--- config.mk ---
export PLATFORM = sky130hd
export DESIGN_NAME = pc_sequencer
export DESIGN_NICKNAME = d
export VERILOG_FILES = /design/src/rtl/pc_seq_pkg.sv /design/src/rtl/ret_stack.sv /design/src/rtl/pc_sequencer.sv
export SDC_FILE = /design/constraint.sdc
export NUM_CORES = 1
export LEC_CHECK = 0
export ABC_AREA = 0
export CORE_MARGIN = 4
export CORE_UTILIZATION = 35
export DETAILED_ROUTE_END_ITERATION = 8
export PLACE_DENSITY_LB_ADDON = 0.3
export SETUP_SLACK_MARGIN = 0.2
export SYNTH_ARGS = -nofsm -noshare
export SYNTH_HDL_FRONTEND = slang
export SYNTH_HIERARCHICAL = 1
export SYNTH_SLANG_ARGS = --single-unit
--- constraint.sdc ---
create_clock -name clk -period 7.9 [get_ports clk]
set_input_delay 1.58 -clock clk [delete_from_list [all_inputs] [get_ports clk]]
set_output_delay 1.58 -clock clk [all_outputs]
set_load 0.01 [all_outputs]
--- src/rtl/pc_seq_pkg.sv ---
// pc_seq_pkg: flow opcodes, FSM state encodings and default widths for pc_sequencer.
package pc_seq_pkg;

    localparam int PC_W_DEFAULT = 8;
    localparam int STACK_DEPTH_DEFAULT = 4;

    typedef enum logic [2:0] {
        IDLE   = 3'd0,
        LOAD   = 3'd1,
        FETCH  = 3'd2,
        DECODE = 3'd3,
        EXEC   = 3'd4,
        HALT   = 3'd5
    } SeqState;

    localparam logic [2:0] FLOW_SEQ  = 3'd0;
    localparam logic [2:0] FLOW_BR   = 3'd1;
    localparam logic [2:0] FLOW_JMP  = 3'd2;
    localparam logic [2:0] FLOW_CALL = 3'd3;
    localparam logic [2:0] FLOW_RET  = 3'd4;
    localparam logic [2:0] FLOW_HALT = 3'd5;

endpackage

--- src/rtl/ret_stack.sv ---
// ret_stack: LIFO of return addresses with full/empty status; top entry readable combinationally.
module ret_stack #(
    parameter int PC_W = 8,
    parameter int STACK_DEPTH = 4
) (
    input  logic            clk,
    input  logic            reset,
    input  logic            push,
    input  logic            pop,
    input  logic [PC_W-1:0] pushData,
    output logic [PC_W-1:0] topData,
    output logic            full,
    output logic            empty
);
    localparam int AW = $clog2(STACK_DEPTH);
    localparam logic [AW:0] ONE = 1;

    logic [PC_W-1:0] mem [STACK_DEPTH];
    logic [AW:0] sp;
    logic [AW:0] spDec;

    assign spDec = sp - ONE;
    assign full = sp == (AW + 1)'(STACK_DEPTH);
    assign empty = sp == '0;
    assign topData = mem[spDec[AW-1:0]];

    always_ff @(posedge clk or posedge reset) begin
        if (reset)
            sp <= '0;
        else if (push && !full)
            sp <= sp + ONE;
        else if (pop && !empty)
            sp <= spDec;
    end

    always_ff @(posedge clk) begin
        if (push && !full)
            mem[sp[AW-1:0]] <= pushData;
    end

endmodule

--- src/rtl/pc_sequencer.sv ---
// pc_sequencer: fetch/execute FSM producing the registered pc.NextI value.
// Define PC_SEQ_CALL_STACK_EN to build the CALL/RET return stack; otherwise CALL/RET act as SEQ.
module pc_sequencer
    import pc_seq_pkg::*;
#(
    parameter int PC_W = PC_W_DEFAULT,
    parameter int STACK_DEPTH = STACK_DEPTH_DEFAULT
) (
    input  logic            clk,
    input  logic            reset,
    input  logic            run,
    output logic            fetch_req,
    input  logic            fetch_ack,
    input  logic [2:0]      flow,
    input  logic            cond,
    input  logic [PC_W-1:0] target,
    output logic [PC_W-1:0] next_pc,
    output logic            exec_en,
    output logic [2:0]      state,
    output logic            halted,
    output logic            stack_err
);
    if (STACK_DEPTH < 2 || (STACK_DEPTH & (STACK_DEPTH - 1)) != 0) begin : g_badDepth
        $error("STACK_DEPTH must be a power of two >= 2");
    end

    SeqState stateQ, stateD;
    logic [PC_W-1:0] nextPcQ, nextPcD, targetQ, seqPc;
    logic [2:0] flowQ;
    logic condQ, errQ, errNow;

`ifdef PC_SEQ_CALL_STACK_EN
    logic push, pop, full, empty;
    logic [PC_W-1:0] topData;

    ret_stack #(.PC_W(PC_W), .STACK_DEPTH(STACK_DEPTH)) uStack (
        .clk(clk),
        .reset(reset),
        .push(push),
        .pop(pop),
        .pushData(seqPc),
        .topData(topData),
        .full(full),
        .empty(empty)
    );
`endif

    assign seqPc = nextPcQ + PC_W'(1);

    // Decoded fields are captured at the end of DECODE and held through EXEC.
    always_ff @(posedge clk or posedge reset) begin
        if (reset) begin
            stateQ <= IDLE;
            nextPcQ <= '0;
            errQ <= 1'b0;
            flowQ <= FLOW_SEQ;
            condQ <= 1'b0;
            targetQ <= '0;
        end else begin
            stateQ <= stateD;
            nextPcQ <= nextPcD;
            errQ <= errQ | errNow;
            if (stateQ == DECODE) begin
                flowQ <= flow;
                condQ <= cond;
                targetQ <= target;
            end
        end
    end

    always_comb begin
        stateD = stateQ;
        nextPcD = nextPcQ;
        errNow = 1'b0;
`ifdef PC_SEQ_CALL_STACK_EN
        push = 1'b0;
        pop = 1'b0;
`endif
        case (stateQ)
            IDLE:   stateD = run ? LOAD : IDLE;
            LOAD:   stateD = FETCH;
            FETCH:  stateD = fetch_ack ? DECODE : FETCH;
            DECODE: stateD = EXEC;
            EXEC: begin
                case (flowQ)
                    FLOW_BR:  nextPcD = condQ ? seqPc + targetQ : seqPc;
                    FLOW_JMP: nextPcD = targetQ;
`ifdef PC_SEQ_CALL_STACK_EN
                    FLOW_CALL: begin
                        errNow = full;
                        push = !full;
                        nextPcD = full ? nextPcQ : targetQ;
                    end
                    FLOW_RET: begin
                        errNow = empty;
                        pop = !empty;
                        nextPcD = empty ? nextPcQ : topData;
                    end
`endif
                    FLOW_HALT: nextPcD = nextPcQ;
                    default:   nextPcD = seqPc;
                endcase
                stateD = (flowQ == FLOW_HALT || errNow) ? HALT : run ? LOAD : IDLE;
            end
            default: stateD = HALT;
        endcase
    end

    assign fetch_req = stateQ == FETCH;
    assign exec_en = stateQ == EXEC;
    assign halted = stateQ == HALT;
    assign state = stateQ;
    assign next_pc = nextPcQ;
    assign stack_err = errQ;

endmodule

==> impl_metrics.ini <==
[run_status]
status = finished, final reports clean

[clock_network]
clock_latency_ns = 0.26
cts_root_buf = clkbuf_8
ctsResizeCount = 0
htree_num_levels = 1
cts_tree = built
numCtsBuffers = 3
clkTransAtPathRegs_ns = 0.08
cts_buffer_depth = 2
cts.sinks = 23
cts_setup_buffers = 0
cts_hold_buf = 0

[placed_design]
place.port_buffers = 29
dp_hpwl_mm = 2.778
gp_congestion = 0.8215
dp.cells = 246
post-place-ws_ns = 4.814

[logic_synthesis]
synth_warnings = 6
syn_inst = 173
synth.distinct_cells = 50
avgSynthCellArea_um2 = 9.713
synth_edf_count = 0
ys_seq_area_frac = 0.3425
synth_seq_cells = 23
ys_async_sr_fraction = 1.000
syn_nets = 200
ys.flop_type = dfrtp_1
syn-cell-area_um2 = 1680

[setup_path]
crit_buf_inv = 2
worstSetupPathType = flop to primary output
slowest_delay_ns = 0.52
path_max_fanout = 9
worstSetupEndpointType = primary output
crit_chain = or3b_4, inv_1, clkdlybuf4s50_1
critPathSlowestCell = clkdlybuf4s50_1
cp-start-kind = flop
cp.arrival_ns = 1.79
required_ns = 6.32
cp_top_family = buffers and inverters

[global_routing]
grt_max_degree = 24
antenna_found_initial = 0
overflow = 0
grt_use_total = 0.1248
grt_pass1_vias = 1246
grt_first_pass_wirelength_mm = 5.996

[sta]
tightest_slew_ns = 0.9396
setup_viol = 0
fmax_ghz = 0.2965
rsz0062_at_grt = false
worst_slack_ns = 4.527
slew_violations = 0
fin_skew_ns = 0.002176
min_period_ns = 3.373
hold_violations = 0
fin_crit_sh = 0.4270
setup_tns_ns = 0
slew_headroom = 0.3729

[routing]
post_drt_wl_per_cell_um = 14.49
vias_per_cell = 5.276
drt_iter0_drc = 83
routed_wl_mm = 3.622
drc = 0
drtAntennaViolNets = 0
firstDrtPassIters = 4
vias = 1319

[cells_and_area]
layout.nets = 226
layout-drive-gt1-share = 0.1465
area_growth_pct = 19.88
fillCellCount = 438
fin_util = 0.4472
diodes = 0
fin_cells = 250

[power_and_ir_drop]
vdd_drop_max_mv = 0.1533
p_leak_nw = 0.8501
powerDensity_nw_per_um2 = 428.4

[floorplanning]
die_area_um2 = 5974
initial_core_util = 0.3731
design.core.area_um2 = 4504
rows = 24
die_h_um = 77.29
pin_count = 31
dieWidth_um = 77.29

[flow_run]
max_cap_violations = 0

[worst_hold_path]
hp-class = flop to flop
power breakdown:
| part | internal (mW) | leakage (nW) | switching [mW] |
|---|---|---|---|
| clock network | 0.0360 | 0.0228 | 0.0376 |
| logic | 0.271 | 0.552 | 0.245 |
| registers | 0.175 | 0.275 | 0.0974 |
| total | 0.483 | 0.850 | 0.381 |
placed cells by master, fill, tap and decap left out, drive strengths merged, types with 4 or more instances in the layout:
| cell type | n |
|---|---|
| clkdlybuf4s50 | 29 |
| dfrtp | 23 |
| nand2 | 21 |
| mux2 | 12 |
| a21oi | 12 |
| ha | 10 |
| o21ai | 10 |
| nor2 | 9 |
| inv | 8 |
| xnor2 | 7 |
| nand3 | 6 |
| a21o | 5 |
| a222oi | 4 |
| clkbuf | 4 |
worst reg2reg max path, stage by stage, from the launching register on:
cell and delay, ns:
dfrtp_1 0.45, ha_1 0.27, xnor2_1 0.32, inv_1 0.14, ha_1 0.34, a21oi_2 0.20, a211oi_1 0.11, or3_2 0.46
and2_2 0.20, a311o_1 0.25
worst paths after layout:
path	cells past startpoint	end	startpoint	slack, ns
min in group asynchronous	2	targetQ[5]	reset	1.83
worst min-delay path	1	targetQ[0]	targetQ[0]	0.55
worst max register to register	9	next_pc[7]	next_pc[0]	5.05
max in group asynchronous	2	targetQ[3]	reset	5.51
worst min register to register	1	targetQ[0]	targetQ[0]	0.55
worst max-delay path	3	exec_en	state[0]	4.53
area by class of cell:
class | instances | area (um^2) | share of cell area
clock buffers | 4 | 45.04 | 0.02236
inverters | 8 | 30.03 | 0.01491
multi-input cells | 134 | 1008 | 0.5006
flip-flops and latches | 23 | 575.6 | 0.2857
well taps | 52 | 65.06 | 0.03230
repair buffers | 29 | 290.3 | 0.1441
kinds of logic (layout without fill, tap and decap cells):
family | count (synthesis) | after routing | share of synthesized area
multiplexers | 15 | 15 | 0.09829
buffers and inverters | 16 | 41 | 0.05733
other | 1 | 1 | 0.002232
adder cells (fa/ha/maj) | 11 | 11 | 0.08637
AO/OA/AOI/OAI | 42 | 42 | 0.1817
flip-flops | 23 | 23 | 0.3425
AND/OR/NAND/NOR | 56 | 56 | 0.1847
XOR/XNOR | 9 | 9 | 0.04691
state kept, by name, indices dropped and copies added, names as in the netlist:
| signal | count |
|---|---|
| next_pc | 8 |
| targetQ | 8 |
| flowQ | 3 |
| state | 3 |
| condQ | 1 |
per-stage QoR:
stage	area, um^2	hold WS (ns)	total power [mW]
after floorplan	1680	0.5052	0.6622
after global placement	1969	0.5336	0.7855
after detailed placement	1969	0.5413	0.7923
after CTS	2014	0.5613	0.8703
after global routing	2014	0.5739	0.9443
final	2014	0.5546	0.8631
cell usage after synthesis (all sizes together) (2+ instances only):
library cell  number  area [um^2]
o21ai             10        53.80
nand3b             3        22.52
clkbuf             4        36.28
a222oi             4        40.04
inv                8        30.03
buf                4        30.02
xor2               2        17.52
nor3               3        26.28
nand2             21        78.83
mux2              12        135.1
nor3b              3        27.52
a211oi             3        22.52
nand2b             2        17.52
xnor2              7        61.31
mux2i              3        30.03
dfrtp             23        575.6
and3b              2        18.77
nor2               9        33.78
nand3              6        30.03
a21oi             12        78.83
a21o               5        37.54
ha                10        125.1
metal layers:
| layer | GRT usage | routed length, um | up-vias |
|---|---|---|---|
| met5 | 0 | 0 | - |
| met4 | 0.04804 | 55 | 0 |
| met3 | 0.01639 | 134 | 4 |
| met2 | 0.1978 | 1712 | 27 |
| met1 | 0.1720 | 1719 | 617 |
| li1 | - | - | 671 |
Power figures use the tool's default switching activity.
